File: config.mk
export PLATFORM = sky130hd
export DESIGN_NAME = uart_frame_rx
export DESIGN_NICKNAME = d
export VERILOG_FILES = /design/src/rtl/uart_frame_pkg.sv /design/src/rtl/frame_timer.sv /design/src/rtl/uart_frame_rx.sv
export SDC_FILE = /design/constraint.sdc
export NUM_CORES = 1
export LEC_CHECK = 0
export ABC_AREA = 0
export ABC_CLOCK_PERIOD_IN_PS = 2600
export CORE_ASPECT_RATIO = 0.7
export CORE_MARGIN = 1
export CORE_UTILIZATION = 50
export DETAILED_ROUTE_END_ITERATION = 12
export GPL_ROUTABILITY_DRIVEN = 0
export GPL_TIMING_DRIVEN = 0
export PLACE_DENSITY = 0.84
export SYNTH_ARGS = -nofsm -noshare
export SYNTH_HDL_FRONTEND = slang
export SYNTH_HIERARCHICAL = 1
export SYNTH_SLANG_ARGS = --single-unit
File: constraint.sdc
create_clock -name clk -period 2.6 [get_ports clk]
set_clock_uncertainty 0.1 [all_clocks]
set_input_delay 0.52 -clock clk [delete_from_list [all_inputs] [get_ports clk]]
set_output_delay 0.52 -clock clk [all_outputs]
set_load 0.02 [all_outputs]
File: src/rtl/uart_frame_pkg.sv
// Shared definitions for the UART command framer.
// Holds the frame marker bytes, the ACK/NAK reply bytes, the framer state
// encoding and the error cause codes reported on err_code.
package uart_frame_pkg;

    localparam logic [7:0] FRAME_HDR  = 8'hA5;
    localparam logic [7:0] FRAME_TAIL = 8'h5A;
    localparam logic [7:0] ACK_BYTE   = 8'h06;
    localparam logic [7:0] NAK_BYTE   = 8'h15;

    typedef enum logic [1:0] {
        ST_IDLE    = 2'd0,
        ST_PAYLOAD = 2'd1,
        ST_CHECK   = 2'd2,
        ST_TAIL    = 2'd3
    } state_t;

    localparam logic [1:0] ERR_NONE    = 2'b00;
    localparam logic [1:0] ERR_CSUM    = 2'b01;
    localparam logic [1:0] ERR_TAIL    = 2'b10;
    localparam logic [1:0] ERR_TIMEOUT = 2'b11;

endpackage

File: src/rtl/frame_timer.sv
// Inter-byte timeout counter for the UART command framer.
// Ports:
//   clk, rst_n : system clock, asynchronous active-low reset
//   run        : framer is inside a frame (counter enabled)
//   clear      : a byte arrived this cycle (restart the count)
//   expire     : combinational flag, high in the cycle the count reaches
//                TIMEOUT_CYCLES-1 with no byte arriving
// Only instantiated when UART_FRAME_TIMEOUT_EN is defined.
module frame_timer
    import uart_frame_pkg::*;
#(
    parameter int unsigned TIMEOUT_CYCLES = 500000
) (
    input  logic clk,
    input  logic rst_n,
    input  logic run,
    input  logic clear,
    output logic expire
);

    localparam int unsigned CNT_W = (TIMEOUT_CYCLES > 2) ? $clog2(TIMEOUT_CYCLES) : 1;
    localparam logic [CNT_W-1:0] LAST = CNT_W'(TIMEOUT_CYCLES - 1);

    logic [CNT_W-1:0] cnt;

    always_ff @(posedge clk or negedge rst_n) begin
        if (!rst_n) begin
            cnt <= '0;
        end else if (!run || clear) begin
            cnt <= '0;
        end else if (cnt != LAST) begin
            cnt <= cnt + 1'b1;
        end
    end

    // A byte in the expiry cycle takes precedence over the timeout.
    assign expire = run && !clear && (cnt == LAST);

endmodule

File: src/rtl/uart_frame_rx.sv
// Byte-to-word command framer.
// Collects 7-byte frames (A5, P3 P2 P1 P0, XOR checksum, 5A) from the UART
// byte receiver, delivers the validated 32-bit payload and posts an ACK/NAK
// byte for the transmit path after every completed or aborted frame.
// Ports:
//   clk, rst_n            : system clock, asynchronous active-low reset
//   rx_data, rx_valid     : received byte and its one-cycle strobe
//   frame_data            : last good payload (P3 in the MSB), held
//   frame_valid           : one-cycle pulse when frame_data updates
//   frame_err             : one-cycle pulse on a bad or aborted frame
//   err_code              : cause of the last error (01 csum, 10 tail, 11 timeout)
//   ack_byte, ack_valid   : pending reply byte and its valid flag
//   ack_ready             : transmitter accepts the reply on valid && ready
// Build option: define UART_FRAME_TIMEOUT_EN to abort frames whose bytes are
// more than TIMEOUT_CYCLES clocks apart (err_code 11). Without it the framer
// waits indefinitely inside a frame.
module uart_frame_rx
    import uart_frame_pkg::*;
#(
    parameter int unsigned TIMEOUT_CYCLES = 500000
) (
    input  logic        clk,
    input  logic        rst_n,
    input  logic [7:0]  rx_data,
    input  logic        rx_valid,
    output logic [31:0] frame_data,
    output logic        frame_valid,
    output logic        frame_err,
    output logic [1:0]  err_code,
    output logic [7:0]  ack_byte,
    output logic        ack_valid,
    input  logic        ack_ready
);

    if (TIMEOUT_CYCLES < 2) begin : g_param_check
        $error("uart_frame_rx: TIMEOUT_CYCLES must be at least 2");
    end

    state_t      state, state_next;
    logic [31:0] sr;
    logic [1:0]  count;
    logic [7:0]  csum;
    logic        csum_bad;
    logic        timeout;
    logic        done_ok, done_err;
    logic [1:0]  err_next;

`ifdef UART_FRAME_TIMEOUT_EN
    frame_timer #(
        .TIMEOUT_CYCLES (TIMEOUT_CYCLES)
    ) u_timer (
        .clk    (clk),
        .rst_n  (rst_n),
        .run    (state != ST_IDLE),
        .clear  (rx_valid),
        .expire (timeout)
    );
`else
    assign timeout = 1'b0;
`endif

    always_ff @(posedge clk or negedge rst_n) begin
        if (!rst_n) begin
            state <= ST_IDLE;
        end else begin
            state <= state_next;
        end
    end

    always_comb begin
        state_next = state;
        done_ok    = 1'b0;
        done_err   = 1'b0;
        err_next   = ERR_NONE;
        case (state)
            ST_IDLE: begin
                if (rx_valid && rx_data == FRAME_HDR) begin
                    state_next = ST_PAYLOAD;
                end
            end
            ST_PAYLOAD: begin
                if (rx_valid && count == 2'd3) begin
                    state_next = ST_CHECK;
                end
            end
            ST_CHECK: begin
                if (rx_valid) begin
                    state_next = ST_TAIL;
                end
            end
            ST_TAIL: begin
                if (rx_valid) begin
                    state_next = ST_IDLE;
                    // A wrong tail is reported in preference to a bad checksum.
                    if (rx_data != FRAME_TAIL) begin
                        done_err = 1'b1;
                        err_next = ERR_TAIL;
                    end else if (csum_bad) begin
                        done_err = 1'b1;
                        err_next = ERR_CSUM;
                    end else begin
                        done_ok = 1'b1;
                    end
                end
            end
            default: state_next = ST_IDLE;
        endcase
        // timeout is only raised inside a frame and never alongside rx_valid.
        if (timeout) begin
            state_next = ST_IDLE;
            done_err   = 1'b1;
            err_next   = ERR_TIMEOUT;
        end
    end

    always_ff @(posedge clk or negedge rst_n) begin
        if (!rst_n) begin
            sr          <= '0;
            count       <= '0;
            csum        <= '0;
            csum_bad    <= 1'b0;
            frame_data  <= '0;
            frame_valid <= 1'b0;
            frame_err   <= 1'b0;
            err_code    <= ERR_NONE;
            ack_byte    <= 8'h00;
            ack_valid   <= 1'b0;
        end else begin
            frame_valid <= 1'b0;
            frame_err   <= 1'b0;

            if (rx_valid) begin
                case (state)
                    ST_IDLE: begin
                        if (rx_data == FRAME_HDR) begin
                            sr       <= '0;
                            count    <= '0;
                            csum     <= '0;
                            csum_bad <= 1'b0;
                        end
                    end
                    ST_PAYLOAD: begin
                        sr    <= {sr[23:0], rx_data};
                        csum  <= csum ^ rx_data;
                        count <= count + 2'd1;
                    end
                    ST_CHECK: csum_bad <= (rx_data != csum);
                    default: ;
                endcase
            end

            if (done_ok) begin
                frame_data  <= sr;
                frame_valid <= 1'b1;
            end
            if (done_err) begin
                frame_err <= 1'b1;
                err_code  <= err_next;
            end

            // A new post overrides both a pending reply and a same-cycle handshake.
            if (done_ok || done_err) begin
                ack_valid <= 1'b1;
                ack_byte  <= done_ok ? ACK_BYTE : NAK_BYTE;
            end else if (ack_valid && ack_ready) begin
                ack_valid <= 1'b0;
            end
        end
    end

endmodule
# After elaboration in Yosys (flattened, before gate mapping)
# Cells that the tools add are included.
word_totals:
  latch_bits: 0
  mem_bits_ro: 0
  input_bits: 12
  out_inout_bits: 45
  ff_bits: 90
  mem_count: 0
  word_cells: 66
  mem_bits_rw: 0
op_classes:
  shifts: 0
  n_mul: 0
  muxes: 30
  bitwise: 1
  n_lt_le_gt_ge: 0
  div_mod_pow: 0
  n_eq_ne: 12
  add_sub_neg: 1
  reduce_logical: 11
ops:
  columns: ["cell", "count"]
  rows:
  - ["$pmux W32 S2", 1]
  - ["$mux W32", 1]
  - ["$mux W2", 8]
  - ["$pmux W8 S2", 1]
  - ["$mux W1", 14]
  - ["$ne A2 B2 Y1 const B", 5]
  - ["$eq A8 B8 Y1 const B", 1]
  - ["$mux W8", 1]
  - ["$ne A8 B7 Y1 const B", 1]
  - ["$ne A8 B8 Y1", 1]
  - ["$pmux W2 S4", 1]
  - ["$xor A8 B8 Y8", 1]
  - ["$eq A2 B2 Y1 const B", 3]
  - ["$reduce_and A3 Y1", 2]
  - ["$reduce_bool A2 Y1", 3]
  - ["$mux W5", 1]
  - ["$pmux W2 S2", 1]
  - ["$reduce_and A4 Y1", 1]
  - ["$logic_and A1 B1 Y1", 3]
  - ["$add A2 B1 Y2 const B", 1]
  - ["$eq A2 B1 Y1 const B", 1]
  - ["$logic_not A2 Y1", 1]
  - ["$pmux W1 S2", 1]
  - ["$logic_or A1 B1 Y1", 1]

# Depth between registers and ports, before layout
logic_depth:
  word_depth: 6
  depth_mapped: 7
  ltp_nobuf: 6

# Worst setup path after synthesis
# No wires, ideal clock.
synth_timing:
  path_type: "input-to-reg"
  start: "in rx_data[5]"
  end: "reg frame_data[10]"
  setup_time_ps: 125
  cell_stages: 5
  path_slack_ps: 651
  arrival_ps: 1725
  n_path_buf: 1
  required_ps: 2375
  path_cell_list: "and4bb_2 nand2_1 nor3_2 buf_2 mux2_2"
synth_between:
  elab_chain_cells: 4
synth_rtl:
  columns: ["element", "line_no", "rtl"]
  rows:
  - ["start, declared", "uart_frame_rx.sv:24", "input logic [7:0] rx_data,"]
  - ["$ne A8 B7 Y1", "uart_frame_rx.sv:95", "if (rx_data != FRAME_TAIL) begin"]
  - ["$mux W1", "uart_frame_rx.sv:95", null]
  - ["$mux W1", "uart_frame_rx.sv:92", "if (rx_valid) begin"]
  - ["$mux W1", "uart_frame_rx.sv:75", "case (state)"]
  - ["end signal, assigned", "uart_frame_rx.sv:153", "frame_data <= sr;"]
  - ["end, declared", "uart_frame_rx.sv:26", "output logic [31:0] frame_data,"]
# No other way between the ends.
# A chain may end at the register's enable or synchronous reset.

# Final worst setup path
layout_timing:
  start: "in rx_data[3]"
  end: "reg frame_data[2]"
# The elaborated chain is that of the path after synthesis.

==> results.txt <==
wire per inst - 16.3 µm
number of global-route vias before repair - 2322
crit path from - rx_data[3]
fillers - 540
share of the synthesized area in the top cell type - 61.0%
final setup vio count - 0
worst reg2reg path startpoint - state[0]
largest area contributor in the netlist - dfrtp_1
Worst EP arrival - 2.57 ns
htree depth - 3
Final ANT Viol Nets - 0
GRT Overall Usage - 21.3%
largest net degree at the start of global routing - 70
first-pass GRT wire length - 11500 µm
Synth Flop Type - dfrtp_1
Die Area - 0.00732 mm²
Setup crit start kind - input pin
Hold WC Path Type - register to register
Pre-Repair DR Iteration Count - 5
area of the multi-input gates - 0.00126 mm²
number of distinct library cells after synthesis - 33
Layout Nets - 347
leakage power - 1.97 nW
drt initial violations - 102
Die Y - 71.9 µm
final-report hold violation count - 0
final wirelength - 6980 µm
drt via density - 5.38
postcts setup bufs - 0
RSZ-0062 raised after global routing - no
Syn-to-layout area delta - 25.2%
Synthesis Warnings - 6
initial antenna violation count - 0
slowest CP cell - clkdlybuf4s50_1
count of maximum capacitance violations - 0
Post-synth EDFFs - 0
CTS root buffer - clkbuf_8
clock buffer depth - 2
dpl cell area - 0.00416 mm²
Reg clk slew, reported paths - 0.08 ns
measured slew at the worst slew-check pin - 0.530 ns
worst hold start - ack_byte[2]
Crit path required time - 2.74 ns
TritonCTS clock tree - yes
Worst Setup End Kind - register
FFs w/ async S/R, synth - 100%
max frequency - 412 MHz
# port buffers - 52
Seq. cell area - 0.00213 mm²
worst-path fanout max - 10
ratio of cells with drive above 1 in the final layout - 19.4%
Finished Cell Area - 0.00437 mm²
# clock sinks - 85
Yosys reg bits - 85
CP Class - input pin to register
Seq/Total Area, Yosys - 61.0%
Power, Total - 0.00408 W
io pins - 57
Post-Syn Instances - 262
relative slew slack - 64.6%
cells on worst reg2reg path - 6
Clock Latency Late Sink - 0.36 ns
hpwl dp - 4900 µm
status - complete, no violations
die width - 102 µm
DR DRC count - 0
CP peak stage delay - 0.61 ns
# rows - 25
fin. max-slew vios - 0
Power Density - 933 mW/mm²
Worst Hold Path Cells - 1
Peak VDD IR - 580 µV
total number of vias - 2309
synthesized area - 0.00349 mm²
crit-path cells - clkdlybuf4s50_1, and4bb_2, nand2_1, nor3_2, buf_2, mux2_2
GRT Residual Overflow - 0
final worst-path cycle share - 93.5%
Tmin final - 2.43 ns
CORE AREA - 0.00676 mm²
Starting Density - 51.6%
Num CTS Buffers - 9
Syn Area/Cell - 13.3 µm²
ranking of synthesized cells by area - dfrtp_1 (61%), mux2_2 (11%), a22o_1 (7.8%)
number of antenna repair diodes - 0
[repair_timing]
action | in CTS | in global routing
hold buffers | 1 | 0
resized for setup | 0 | 1
hold endpoints to repair | 16 | 0
setup endpoints to repair | 0 | 20
[per-layer routing]
| metal | routed length [µm] | part of all wire [%] | vias to the layer above | track usage (%) |
|---|---|---|---|---|
| met5 | 0 | 0 | - | 0 |
| met1 | 3320 | 48 | 1145 | 29.7 |
| li1 | - | - | 1086 | - |
| met4 | 83 | 1.2 | 0 | 6.35 |
| met2 | 3250 | 46 | 68 | 33.3 |
| met3 | 329 | 4.7 | 10 | 5.49 |
[layout by cell type (no fill, tap or decap), types with 8 or more instances in the layout]
master	instances
dfrtp_1	85
clkdlybuf4s50_1	51
mux2_2	34
a22o_1	31
a21oi_1	14
nand2b_1	11
clkbuf_1	10
a31oi_1	9
clkbuf_8	9
xnor2_1	8
[through the flow]
step	hold slack [ns]	setup TNS [ns]	cells	utilization [%]	worst slack, ns
after floorplan	0.124	0	265	-	0.651
after global placement	0.354	-177.33	411	61.3	-1.99
after detailed placement	0.301	-11.89	412	61.6	-0.230
after CTS	0.378	0	429	64.6	0.147
after global routing	0.419	0	429	64.7	0.0401
final	0.378	0	429	64.7	0.170
[flip-flops by register name, indices dropped and copies added, names as in the netlist]
signal / cells
frame_data: 32
sr: 32
csum: 8
ack_byte: 3
count: 2
err_code: 2
state: 2
ack_valid: 1
csum_bad: 1
frame_err: 1
frame_valid: 1
[synthesized netlist by cell type, types with 2 or more instances]
cell type and n:
a221o_1 3, nand2_1 6, nor2_1 5, a21oi_1 14
mux2_2 34, nand2b_1 11, inv_1 6, nand4_1 2
xnor2_1 8, a31oi_1 9, nand3_1 4, buf_4 5
buf_2 5, a22o_1 31, o21ai_1 2, o21ai_0 2
dfrtp_1 85, clkbuf_1 8, and4bb_2 2, ha_1 5
nand4bb_1 2, a21o_1 2
[final timing paths]
path                                   to  slack, ns
max reg2reg                        sr[26]       0.37
min                           ack_byte[2]       0.38
min in group asynchronous     frame_valid       0.47
min reg2reg                   ack_byte[2]       0.38
max                         frame_data[2]       0.17
max in group asynchronous  frame_data[13]       1.34
[logic make-up (layout without fill, tap and decap cells)]
family | count (synthesis) | after routing | share of synthesized area (%)
AND/OR/NAND/NOR | 38 | 38 | 6.63
adder cells (fa/ha/maj) | 5 | 5 | 1.79
AO/OA/AOI/OAI | 66 | 66 | 13.9
multiplexers | 35 | 35 | 11.3
XOR/XNOR | 8 | 8 | 2.01
buffers and inverters | 24 | 94 | 3.30
other | 1 | 4 | 0.107
flip-flops | 85 | 85 | 61.0
[cell type report]
class / instances / share of cell area (%)
multi-input combinational: 156 / 28.9
buffer: 18 / 2.12
inverter: 6 / 0.515
timing repair buffer: 54 / 12.7
clock inverter: 5 / 1.40
sequential: 85 / 48.7
clock buffer: 11 / 3.01
tap: 94 / 2.69
[report_power, final]
group | leakage [nW] | total (W) | internal (W) | switching [W]
sequential | 1.11 | 0.00197 | 0.00167 | 0.000302
combinational | 0.776 | 0.00120 | 0.000607 | 0.000592
clock | 0.0858 | 0.000904 | 0.000446 | 0.000458
total | 1.97 | 0.00408 | 0.00272 | 0.00135
[critical path: cells and delay by family]
family,cells,cell delay (ns)
buf+inv,2,0.95
mux,1,0.37
simple gates,3,0.72
No activity file was read; power rests on OpenSTA's default activity.
